[src/rtl/prbs_config_sequencer.sv]
// Shadow/active configuration registers for prbs_generator_top, with atomic
// commits at PRBS bit boundaries and an LFSR reseed pulse when required.
module prbs_config_sequencer #(
  parameter int unsigned MAX_PN_SEL     = 5,
  parameter int unsigned RESTART_CYCLES = 4,
  parameter int unsigned TIMEOUT_CYCLES = 4096
) (
  input  logic        dac_clk,
  input  logic        reset_n,
  input  logic        cfg_wr_en,
  input  logic [2:0]  cfg_addr,
  input  logic [31:0] cfg_wr_data,
  input  logic        commit_req,
  input  logic        bit_boundary,
  output logic        commit_busy,
  output logic        commit_done,
  output logic        commit_timeout,
  output logic        cfg_error,
  input  logic        err_clr,
  output logic        gen_reset_n,
  output logic        prbs_mode_select,
  output logic [4:0]  prbs_pn_select_reg,
  output logic [31:0] prbs_bit_rate_config_reg,
  output logic [7:0]  prbs_edge_time_config_reg,
  output logic [15:0] prbs_amplitude_config_reg,
  output logic [15:0] prbs_dc_offset_config_reg
);

  localparam logic [2:0] IDLE     = 3'd0;
  localparam logic [2:0] WAIT_BND = 3'd1;
  localparam logic [2:0] APPLY    = 3'd2;
  localparam logic [2:0] RESTART  = 3'd3;
  localparam logic [2:0] DONE     = 3'd4;

  localparam int unsigned CNT_MAX = (TIMEOUT_CYCLES > RESTART_CYCLES) ? TIMEOUT_CYCLES
                                                                      : RESTART_CYCLES;
  localparam int unsigned CNT_W   = (CNT_MAX > 2) ? $clog2(CNT_MAX) : 1;
  localparam logic [4:0]  PN_MAX  = 5'(MAX_PN_SEL);

  logic [2:0]       state_q, state_d;
  logic [CNT_W-1:0] cnt_q, cnt_d;
  logic             busy_q, busy_d, done_q, done_d, gen_rst_n_q, gen_rst_n_d;
  logic             apply_q, apply_d, err_q, err_d, tmo_q, tmo_d;

  logic             sh_mode_q, sh_mode_d, act_mode_q, act_mode_d;
  logic [4:0]       sh_pn_q, sh_pn_d, act_pn_q, act_pn_d;
  logic [31:0]      sh_rate_q, sh_rate_d, act_rate_q, act_rate_d;
  logic [7:0]       sh_edge_q, sh_edge_d, act_edge_q, act_edge_d;
  logic [15:0]      sh_amp_q, sh_amp_d, act_amp_q, act_amp_d;
  logic [15:0]      sh_ofs_q, sh_ofs_d, act_ofs_q, act_ofs_d;

  logic             wr_illegal, set_tmo;

  always_comb begin
    // NOTE: every _d takes its _q value first so no path through this block infers a latch.
    state_d     = state_q;
    cnt_d       = cnt_q;
    err_d       = err_q;
    tmo_d       = tmo_q;
    set_tmo     = 1'b0;
    sh_mode_d   = sh_mode_q;
    sh_pn_d     = sh_pn_q;
    sh_rate_d   = sh_rate_q;
    sh_edge_d   = sh_edge_q;
    sh_amp_d    = sh_amp_q;
    sh_ofs_d    = sh_ofs_q;
    act_mode_d  = act_mode_q;
    act_pn_d    = act_pn_q;
    act_rate_d  = act_rate_q;
    act_edge_d  = act_edge_q;
    act_amp_d   = act_amp_q;
    act_ofs_d   = act_ofs_q;

    wr_illegal = cfg_wr_en && (busy_q || (cfg_addr > 3'd5) ||
                               ((cfg_addr == 3'd1) && (cfg_wr_data[4:0] > PN_MAX)));

    if (cfg_wr_en && !wr_illegal) begin
      case (cfg_addr)
        3'd0:    sh_mode_d = cfg_wr_data[0];
        3'd1:    sh_pn_d   = cfg_wr_data[4:0];
        3'd2:    sh_rate_d = cfg_wr_data;
        3'd3:    sh_edge_d = (cfg_wr_data[7:0] == 8'd0) ? 8'd1 : cfg_wr_data[7:0];
        3'd4:    sh_amp_d  = cfg_wr_data[15:0];
        default: sh_ofs_d  = cfg_wr_data[15:0];
      endcase
    end

    case (state_q)
      IDLE: begin
        if (commit_req) begin
          state_d = act_mode_q ? WAIT_BND : APPLY;
          cnt_d   = '0;
        end
      end
      WAIT_BND: begin
        if (bit_boundary) begin
          state_d = APPLY;
        end else if (cnt_q == CNT_W'(TIMEOUT_CYCLES - 1)) begin
          state_d = APPLY;
          set_tmo = 1'b1;
        end else begin
          cnt_d = cnt_q + CNT_W'(1);
        end
      end
      APPLY: begin
        // Reseed on a new polynomial or when PRBS output is being switched on.
        if ((sh_pn_q != act_pn_q) || (!act_mode_q && sh_mode_q)) begin
          state_d = RESTART;
          cnt_d   = '0;
        end else begin
          state_d = DONE;
        end
      end
      RESTART: begin
        if (cnt_q == CNT_W'(RESTART_CYCLES - 1)) state_d = DONE;
        else                                     cnt_d   = cnt_q + CNT_W'(1);
      end
      DONE:    state_d = IDLE;
      default: state_d = IDLE;
    endcase

    // The output stage trails the FSM by one cycle so every output is a flop.
    busy_d      = (state_d != IDLE);
    done_d      = (state_q == DONE);
    gen_rst_n_d = (state_q != RESTART);
    apply_d     = (state_q == APPLY);

    if (apply_q) begin
      act_mode_d = sh_mode_q;
      act_pn_d   = sh_pn_q;
      act_rate_d = sh_rate_q;
      act_edge_d = sh_edge_q;
      act_amp_d  = sh_amp_q;
      act_ofs_d  = sh_ofs_q;
    end

    if (err_clr) begin
      err_d = 1'b0;
      tmo_d = 1'b0;
    end else begin
      if (wr_illegal) err_d = 1'b1;
      if (set_tmo)    tmo_d = 1'b1;
    end
  end

  always_ff @(posedge dac_clk or negedge reset_n) begin
    if (!reset_n) begin
      state_q     <= IDLE;
      cnt_q       <= '0;
      busy_q      <= 1'b0;
      done_q      <= 1'b0;
      gen_rst_n_q <= 1'b1;
      apply_q     <= 1'b0;
      err_q       <= 1'b0;
      tmo_q       <= 1'b0;
      sh_mode_q   <= 1'b0;
      sh_pn_q     <= 5'd0;
      sh_rate_q   <= 32'h4000_0000;
      sh_edge_q   <= 8'd2;
      sh_amp_q    <= 16'h8000;
      sh_ofs_q    <= 16'h0000;
      act_mode_q  <= 1'b0;
      act_pn_q    <= 5'd0;
      act_rate_q  <= 32'h4000_0000;
      act_edge_q  <= 8'd2;
      act_amp_q   <= 16'h8000;
      act_ofs_q   <= 16'h0000;
    end else begin
      // NOTE: non-blocking assignments make every flop sample pre-edge values together.
      state_q     <= state_d;
      cnt_q       <= cnt_d;
      busy_q      <= busy_d;
      done_q      <= done_d;
      gen_rst_n_q <= gen_rst_n_d;
      apply_q     <= apply_d;
      err_q       <= err_d;
      tmo_q       <= tmo_d;
      sh_mode_q   <= sh_mode_d;
      sh_pn_q     <= sh_pn_d;
      sh_rate_q   <= sh_rate_d;
      sh_edge_q   <= sh_edge_d;
      sh_amp_q    <= sh_amp_d;
      sh_ofs_q    <= sh_ofs_d;
      act_mode_q  <= act_mode_d;
      act_pn_q    <= act_pn_d;
      act_rate_q  <= act_rate_d;
      act_edge_q  <= act_edge_d;
      act_amp_q   <= act_amp_d;
      act_ofs_q   <= act_ofs_d;
    end
  end

  assign commit_busy               = busy_q;
  assign commit_done               = done_q;
  assign commit_timeout            = tmo_q;
  assign cfg_error                 = err_q;
  assign gen_reset_n               = gen_rst_n_q;
  assign prbs_mode_select          = act_mode_q;
  assign prbs_pn_select_reg        = act_pn_q;
  assign prbs_bit_rate_config_reg  = act_rate_q;
  assign prbs_edge_time_config_reg = act_edge_q;
  assign prbs_amplitude_config_reg = act_amp_q;
  assign prbs_dc_offset_config_reg = act_ofs_q;

endmodule

[config.mk]
export PLATFORM = sky130hd
export DESIGN_NAME = prbs_config_sequencer
export DESIGN_NICKNAME = d
export VERILOG_FILES = /design/src/rtl/prbs_config_sequencer.sv
export SDC_FILE = /design/constraint.sdc
export NUM_CORES = 1
export LEC_CHECK = 0
export CAP_MARGIN = 25
export CORE_MARGIN = 3
export CORE_UTILIZATION = 52
export CTS_BUF_LIST = sky130_fd_sc_hd__clkbuf_16
export DETAILED_ROUTE_END_ITERATION = 10
export GPL_TIMING_DRIVEN = 0
export PLACE_DENSITY = 0.78
export SYNTH_ARGS = -nofsm -noshare
export SYNTH_HDL_FRONTEND = slang
export SYNTH_SLANG_ARGS = --single-unit
[constraint.sdc]
create_clock -name dac_clk -period 2.45 [get_ports dac_clk]
set_input_delay 0.3675 -clock dac_clk [delete_from_list [all_inputs] [get_ports dac_clk]]
set_output_delay 0.3675 -clock dac_clk [all_outputs]
set_load 0.1 [all_outputs]
; Word-level counts from Yosys, hierarchy flattened
; Cells that the tools add are included.
[word_totals]
ff_bits = 177
out_inout_bits = 83
elab_cells = 86
[op_classes]
add_sub_neg = 1
magnitude_cmp = 2
eq_ne = 17
mux = 21
n_bitwise = 1
n_reduce_logical = 24
[op_table]
columns = cell, count
row1 = 12-bit 2-to-1 mux, 5
row2 = 12-bit one-hot mux with 4 select lines, 1
row3 = 3-bit 2-to-1 mux, 5
row4 = 12-bit by 1-bit adder with 12-bit output (second input constant), 1
row5 = 12-bit equality test (second input constant), 1
row6 = 12-bit by 2-bit equality test with 1-bit output (second input constant), 1
row7 = 3-bit by 2-bit equality test with 1-bit output (second input constant), 4
row8 = 3-bit one-hot mux with 4 select lines, 1
row9 = 2-bit AND reduction, 6
row10 = 8-bit logical NOT, 1
row11 = 8-bit 2-to-1 mux, 1
row12 = 2-bit != test (second input constant), 4
row13 = 1-bit 2-to-1 mux, 7
row14 = 3-bit by 1-bit equality test with 1-bit output (second input constant), 2
row15 = 3-bit equality test (second input constant), 2
row16 = 3-bit logical NOT, 2
row17 = 6-bit AND reduction, 1
row18 = 5-bit by 3-bit > comparator with 1-bit output (second input constant), 1
row19 = 5-bit != test, 1
row20 = 5-bit OR reduction, 1
row21 = 1-bit logical AND, 4
row22 = 2-bit nonzero test, 2
row23 = 4-bit nonzero test, 1
row24 = 3-bit > comparator (second input constant), 1
row25 = 7 further kinds, 10

; Longest topological paths before layout
; Gate-level depths: netlist of run 1.
[depth]
ltp_word = 7
ltp_mapped = 7
depth_no_buf = 6

; Least setup slack after synthesis of run 1
; Ideal clock, no wire load.
[synth_path]
kind = reg-to-reg
startpoint = register busy_q, in the netlist commit_busy
endpoint = register sh_ofs_q[10]
setup_time_ps = 125
arrival_time_ps = 2118
setup_slack_ps = 208
stages_incl_launch_ff = 5
synth_period_minus_slack_ps = 2242
path_cell_list = dfrtp_1 nand3b_1 nor3b_2 buf_2 mux2_2
[synth_between]
elab_chain_len = 6
[synth_lines]
columns = element, line_no
row1 = from (decl), 42  ; logic busy_q, busy_d, done_q, done_d, gen_rst_n_q, gen_rst_n_d;
row2 = from (signal assigned), 172  ; busy_q <= busy_d;
row3 = 1-bit logical OR (2 in series), 74  ; wr_illegal = cfg_wr_en && (busy_q || (cfg_addr > 3'd5) ||
row4 = 1-bit logical AND, 74
row5 = 1-bit logical NOT, 77  ; if (cfg_wr_en && !wr_illegal) begin
row6 = 1-bit logical AND, 77
row7 = 2-bit AND reduction (no source line), -
row8 = to (signal assigned), 183  ; sh_ofs_q <= sh_ofs_d;
row9 = to (decl), 50  ; logic [15:0] sh_ofs_q, sh_ofs_d, act_ofs_q, act_ofs_d;
; Every way passes these cells.
; A chain may end at the register's enable or synchronous reset.

; Worst setup path in the final report of run 1
[layout_path]
startpoint = register act_pn_q[1], in the netlist prbs_pn_select_reg[1]
endpoint = output port prbs_pn_select_reg[1]
[layout_lines]
columns = element, line_no
row1 = from (decl), 46  ; logic [4:0] sh_pn_q, sh_pn_d, act_pn_q, act_pn_d;
row2 = from (signal assigned), 185  ; act_pn_q <= act_pn_d;
row3 = to (decl), 22  ; output logic [4:0] prbs_pn_select_reg,
; No word-level cell between the ends.

==> results of run 1 <==
## power breakdown
group	internal [uW]	switching (uW)	total, uW	leakage [uW]
Combinational	90.6	106	196	0.00169
Sequential	2960	15.4	2970	0.00240
Clock	1560	1030	2600	0.000298
Total	4610	1160	5770	0.00439
## cells in the final DEF, fill, tap and decap left out, types with 2 or more instances in the layout
| cell type | netlist | final |
|---|---|---|
| a21oi_2 | 2 | 2 |
| bufinv_16 | 0 | 3 |
| and2_1 | 5 | 5 |
| clkdlybuf4s50_1 | 0 | 118 |
| nor3_1 | 4 | 4 |
| nor3b_2 | 3 | 3 |
| o21a_1 | 2 | 2 |
| dlygate4sd2_1 | 0 | 3 |
| mux2_2 | 152 | 152 |
| clkbuf_16 | 0 | 17 |
| clkinv_1 | 0 | 3 |
| nor4_1 | 3 | 3 |
| dfstp_2 | 7 | 7 |
| clkbuf_1 | 8 | 8 |
| nand2_1 | 19 | 19 |
| buf_1 | 5 | 5 |
| a31oi_2 | 6 | 6 |
| a31oi_1 | 3 | 3 |
| a21oi_1 | 11 | 11 |
| inv_1 | 5 | 12 |
| nand3b_1 | 4 | 4 |
| dfrtp_1 | 170 | 170 |
| a41oi_1 | 3 | 3 |
| buf_2 | 5 | 5 |
| nor2_1 | 12 | 12 |
| xor2_1 | 5 | 5 |
| nand3_1 | 6 | 6 |
| o21ai_0 | 6 | 6 |
## routing by layer
layer  up-vias  GRT usage  wire [um]
li1       1957          -          -
met1      2233      0.266       6150
met2       104      0.350       7470
met3        23     0.0659        902
met4         0     0.0791        303
met5         -          0          0
## worst register-to-register path, cell delays in order (launching register included)
cell,delay (ns)
dfrtp_1,0.41
nand3b_1,0.29
nor3b_2,0.56
buf_2,0.39
mux2_2,0.39
## metrics by stage
stage	setup WS, ns	instances
floorplan	0.208	468
global placement	-5.80	763
detailed placement	-0.137	764
CTS	0.0144	797
global route	0.0445	797
finish	0.103	797
## logic make-up (layout without fill, tap and decap cells)
family / Yosys count / in the layout
flops: 177 / 177
compound gates: 41 / 41
xor+xnor: 5 / 5
buf+inv: 25 / 182
simple gates: 66 / 66
mux: 153 / 153
fa+ha+maj: 1 / 1
## worst paths after layout
| path | cells after the start | start | end | slack, ns |
|---|---|---|---|---|
| max reg2reg | 4 | commit_busy | sh_ofs_q[6] | 0.31 |
| max in group asynchronous | 3 | reset_n | prbs_edge_time_config_reg[1] | 1.05 |
| min | 2 | cfg_error | cfg_error | 0.50 |
| min reg2reg | 2 | cfg_error | cfg_error | 0.50 |
| min in group asynchronous | 2 | reset_n | sh_rate_q[23] | 0.51 |
| max | 1 | prbs_pn_select_reg[1] | prbs_pn_select_reg[1] | 0.10 |
## what timing repair did
item / CTS / global route
hold endpoints to repair: 80 / 0
resized for setup: 3 / 1
hold buffers: 1 / 0
endpoints found under the setup margin: 3 / 1
## layout make-up
class,instances,share of cell area
buffer,20,0.0102
clock buffer,17,0.0469
inverter,5,0.00207
sequential,177,0.489
multi-input combinational,266,0.272
tap,172,0.0237
timing repair buffer,125,0.140
clock inverter,15,0.0154
==> results.py, run 1 <==
metrics = {
    "grt": {
        "grt_max_degree": 98,
        "grt_overflow_total": 0,
        "grt_pass1_wl_um": 23900,
        "first_global_vias": 4673,
        "gr-usage-all-layers": 0.213,
        "antenna_found_initial": 0,
    },
    "status": {
        "status": "finished clean",
    },
    "routing": {
        "initialDrtViolationCount": 255,
        "vias": 4317,
        "dr.pass1.iters": 4,
        "routed_via_density": 5.42,
        "avgRoutedWirePerCell_um": 18.6,
        "drc_errors": 0,
        "routed_wl_um": 14800,
        "drtAntennaViolNets": 0,
    },
    "power_and_ir_drop": {
        "power_leakage_uw": 0.00439,
        "powerDensity_nw_per_um2": 636,
        "ir_drop_mv": 0.479,
        "p_total_uw": 5770,
    },
    "yosys": {
        "synth_nets": 510,
        "synth.top_cell.area_share": 0.606,
        "netlist_instances": 468,
        "synth-edff-count": 0,
        "synthAdderAreaFrac": 0.00178,
        "ys_ff_latch": 177,
        "synthMuxAreaShare": 0.245,
        "synthesis.area_um2": 7020,
        "synth_compound_area_frac": 0.0444,
        "synth_top_area_cell": "dfrtp_1",
        "yosysSeqAreaShare": 0.632,
        "syn-mean-instance-area_um2": 15.0,
        "synth_simple_gate_area_frac": 0.0540,
        "ys_dominant_reg_cell": "dfrtp_1",
        "synth_cell_types": 45,
        "synth-warning-count": 0,
        "synth_top_family_by_area": "multiplexers",
        "synth_common_cells": "170 x dfrtp_1, 152 x mux2_2, 19 x nand2_1",
        "yosysMostFrequentCell": "dfrtp_1",
        "ys_async_sr_fraction": 1.00,
        "synth_xor_area_frac": 0.00624,
        "synthTopCellsByArea": "dfrtp_1 61%, mux2_2 24%, dfstp_2 2.6%, a31oi_2 1.1%, nand2_1 1.0%",
    },
    "worst_setup_path": {
        "critPathMaxFanout": 3,
        "cp.required_ns": 2.08,
        "cp-end-kind": "primary output",
        "critPathLaunchType": "flip-flop",
        "cp_slowest_cell": "clkdlybuf4s50_1",
        "path_cells": "clkdlybuf4s50_1",
        "critPathKind": "flip-flop to primary output",
        "cp_top_family": "buffers and inverters",
        "worst_ep_arrival_time_ns": 1.98,
        "path_buf_inv": 1,
        "slowest_delay_ns": 1.15,
    },
    "clock_tree": {
        "clk_pin_slew_ns": 0.06,
        "clk_latency_ns": 0.42,
        "cts_buffers": 17,
        "cts_sinks": 177,
        "cts_tree": "yes",
        "htree_levels": 4,
        "cts_root_buffer": "clkbuf_16",
        "post-cts-setup-buffer-count": 0,
        "max-clock-path-buffers": 2,
    },
    "layout": {
        "design_area_um2": 9070,
        "seqCellArea_um2": 4440,
        "fillers": 932,
        "drive_above_1_share": 0.331,
        "multi_input_area_um2": 2470,
        "final_core_util": 0.702,
        "diodes": 0,
        "nets": 654,
        "area_delta_synth_final_pct": 29.3,
    },
    "sta": {
        "finalMaxSlewViolations": 0,
        "rsz0062_at_grt": "no",
        "fin_crit_ns": 2.35,
        "tightest_slew_ns": 1.04,
        "finalHoldViolCount": 0,
        "relSlewSlack": 0.308,
        "whs_ns": 0.502,
        "fin_skew_ns": 0.00813,
        "setup_viol": 0,
        "final.period_utilization": 0.958,
        "fin_setup_tns_ns": 0,
        "fmax_mhz": 426,
    },
    "floorplan": {
        "die_x_um": 122,
        "die_h_um": 122,
        "ios": 124,
        "rows": 41,
        "start_util": 0.543,
        "die_area_um2": 14900,
        "core_um2": 12900,
    },
    "place": {
        "port_buffers": 123,
        "dpl-instance-area_um2": 8500,
        "gp_congestion": 0.845,
        "dpl.hpwl_um": 10200,
    },
    "min_path": {
        "hp-class": "flip-flop to flip-flop",
    },
    "flow_run": {
        "cap_viol_max_count": 0,
    },
}
No activity file was read; power rests on OpenSTA's default activity.
==> run 2: changes to the inputs <==
--- a/config.mk
+++ b/config.mk
@@ -6,8 +6,10 @@
 export NUM_CORES = 1
 export LEC_CHECK = 0
 export CAP_MARGIN = 25
+export CELL_PAD_IN_SITES_DETAIL_PLACEMENT = 0
+export CELL_PAD_IN_SITES_GLOBAL_PLACEMENT = 1
 export CORE_MARGIN = 3
-export CORE_UTILIZATION = 52
+export CORE_UTILIZATION = 43
 export CTS_BUF_LIST = sky130_fd_sc_hd__clkbuf_16
 export DETAILED_ROUTE_END_ITERATION = 10
 export GPL_TIMING_DRIVEN = 0
==> run 2 against run 1 <==
Net effect: combinational power hardly changed; die area is 20% higher; critical path type unchanged; sequential share of layout area shrank 0.24 points; clock skew is 0.0025 ns higher; critical endpoint is now commit_busy; sequential power is essentially flat; flip-flop and latch count stayed put; non-clock buffer count is the same; design area grew 0.50%; maximum frequency decreased by 2.3%; via count decreased by 0.83%; routed wire length rose by 2.0%.
==> results.py, run 2 (same netlist as run 1, synthesis figures left out) <==
metrics = {
    "worst_setup_path": {
        "cp_top_family": "buffers and inverters",
        "cp_slowest_cell": "clkdlybuf4s50_1",
        "path_buf_inv": 1,
        "worst_ep_arrival_time_ns": 2.03,
        "critPathMaxFanout": 4,
        "cp-end-kind": "primary output",
        "crit_start": "commit_busy",
        "cp.required_ns": 2.08,
        "slowest_delay_ns": 1.17,
        "r2r-start": "commit_busy",
        "path_cells": "clkdlybuf4s50_1",
        "critPathLaunchType": "flip-flop",
        "critPathKind": "flip-flop to primary output",
    },
    "routing": {
        "avgRoutedWirePerCell_um": 18.0,
        "vias": 4281,
        "drc_errors": 0,
        "routed_via_density": 5.09,
        "initialDrtViolationCount": 215,
        "dr.pass1.iters": 4,
        "drtAntennaViolNets": 0,
        "routed_wl_um": 15100,
    },
    "sta": {
        "fin_crit_ns": 2.40,
        "finalHoldViolCount": 0,
        "setup_viol": 0,
        "finalMaxSlewViolations": 0,
        "whs_ns": 0.465,
        "relSlewSlack": 0.314,
        "rsz0062_at_grt": "no",
        "fmax_mhz": 416,
        "fin_skew_ns": 0.0106,
        "tightest_slew_ns": 1.03,
        "final.period_utilization": 0.980,
    },
    "power_and_ir_drop": {
        "powerDensity_nw_per_um2": 627,
        "power_leakage_uw": 0.00437,
        "ir_drop_mv": 0.492,
        "p_total_uw": 5720,
    },
    "grt": {
        "grt_overflow_total": 0,
        "first_global_vias": 4597,
        "antenna_found_initial": 0,
        "grt_pass1_wl_um": 24700,
        "gr-usage-all-layers": 0.178,
        "grt_max_degree": 117,
    },
    "clock_tree": {
        "cts_sinks": 177,
        "post-cts-setup-buffer-count": 0,
        "clk_pin_slew_ns": 0.06,
        "cts_root_buffer": "clkbuf_16",
        "cts_tree": "yes",
        "cts_buffers": 17,
        "max-clock-path-buffers": 2,
        "htree_levels": 4,
        "clk_latency_ns": 0.42,
    },
    "layout": {
        "drive_above_1_share": 0.336,
        "final_cell_mix": "170 x dfrtp_1, 152 x mux2_2, 118 x clkdlybuf4s50_1",
        "diodes": 0,
        "nets": 654,
        "final_core_util": 0.572,
        "fillers": 1335,
        "final_common_cell": "dfrtp_1",
        "area_delta_synth_final_pct": 29.9,
    },
    "flow_run": {
        "cap_viol_max_count": 0,
    },
    "status": {
        "status": "finished clean",
    },
    "floorplan": {
        "die_area_um2": 17900,
        "die_x_um": 134,
        "start_util": 0.440,
        "rows": 46,
        "die_h_um": 134,
        "ios": 124,
        "core_um2": 15900,
    },
    "place": {
        "dpl.hpwl_um": 10600,
        "port_buffers": 123,
        "gp_congestion": 0.783,
    },
    "min_path": {
        "hp-class": "input port to asynchronous set/reset pin",
    },
}
## run 2: cell count changes in the layout (fill, tap and decap cells not counted)
cell and delta:
clkinv_4 +2, bufinv_16 -1, inv_6 +1, clkinv_2 +1
inv_1 -3
## run 2: worst paths after layout
check                      cells past startpoint                            to  slack (ns)
max                                            1                   commit_busy        0.05
min                                            2  prbs_bit_rate_config_reg[25]        0.46
max reg2reg                                    4                   sh_ofs_q[6]        0.26
min reg2reg                                    1  prbs_bit_rate_config_reg[21]        0.50
max in group asynchronous                      3                  sh_rate_q[1]        1.05
min in group dac_clk                           1  prbs_bit_rate_config_reg[21]        0.50
## run 2: power breakdown
group	switching, uW	leakage [uW]	internal, uW	total [uW]
sequential	15.5	0.00240	2960	2970
clock	1070	0.000285	1480	2550
combinational	106	0.00169	90.5	197
total	1190	0.00437	4520	5720
## run 2: repair_timing
| action | in CTS | in global routing |
|---|---|---|
| endpoints found under the setup margin | 3 | 1 |
| hold buffers | 1 | 0 |
| pin swaps | 0 | 0 |
| endpoints found under the hold margin | 56 | 0 |
| resized for setup | 3 | 1 |
## run 2: routing by layer
layer / global-route usage / up-vias / wire length, um
met2: 0.300 / 89 / 7820
li1: - / 1966 / -
met4: 0.0451 / 0 / 115
met1: 0.219 / 2219 / 6290
met5: 0 / - / 0
met3: 0.0634 / 7 / 890
## run 2: area by class of cell
type,instances,area (um^2),share of cell area
multi-input combinational,266,2470,0.271
clock inverter,15,130,0.0143
buffer,20,92.6,0.0102
timing repair buffer,125,1270,0.140
clock buffer,17,425,0.0467
inverter,5,18.8,0.00206
sequential,177,4440,0.487
tap,216,270,0.0296
## run 2: metrics by stage
step           setup TNS, ns  worst slack (ns)  std cells  instance area (um^2)
2_1_floorplan              0             0.208        468                  7020
3_3_place_gp        -1038.63             -5.96        807                  8520
3_5_place_dp           -1.50            -0.158        808                  8550
4_1_cts                    0            0.0117        841                  9110
5_1_grt                    0           0.00479        841                  9120
6_report                   0            0.0479        841                  9120
==> run 3: changes to the inputs <==
--- a/config.mk
+++ b/config.mk
@@ -14,6 +14,7 @@
 export DETAILED_ROUTE_END_ITERATION = 10
 export GPL_TIMING_DRIVEN = 0
 export PLACE_DENSITY = 0.78
+export SKIP_LAST_GASP = 1
 export SYNTH_ARGS = -nofsm -noshare
 export SYNTH_HDL_FRONTEND = slang
 export SYNTH_SLANG_ARGS = --single-unit
==> results of run 3 <==
Final layout, timing and power as in run 2 (identical DEF).
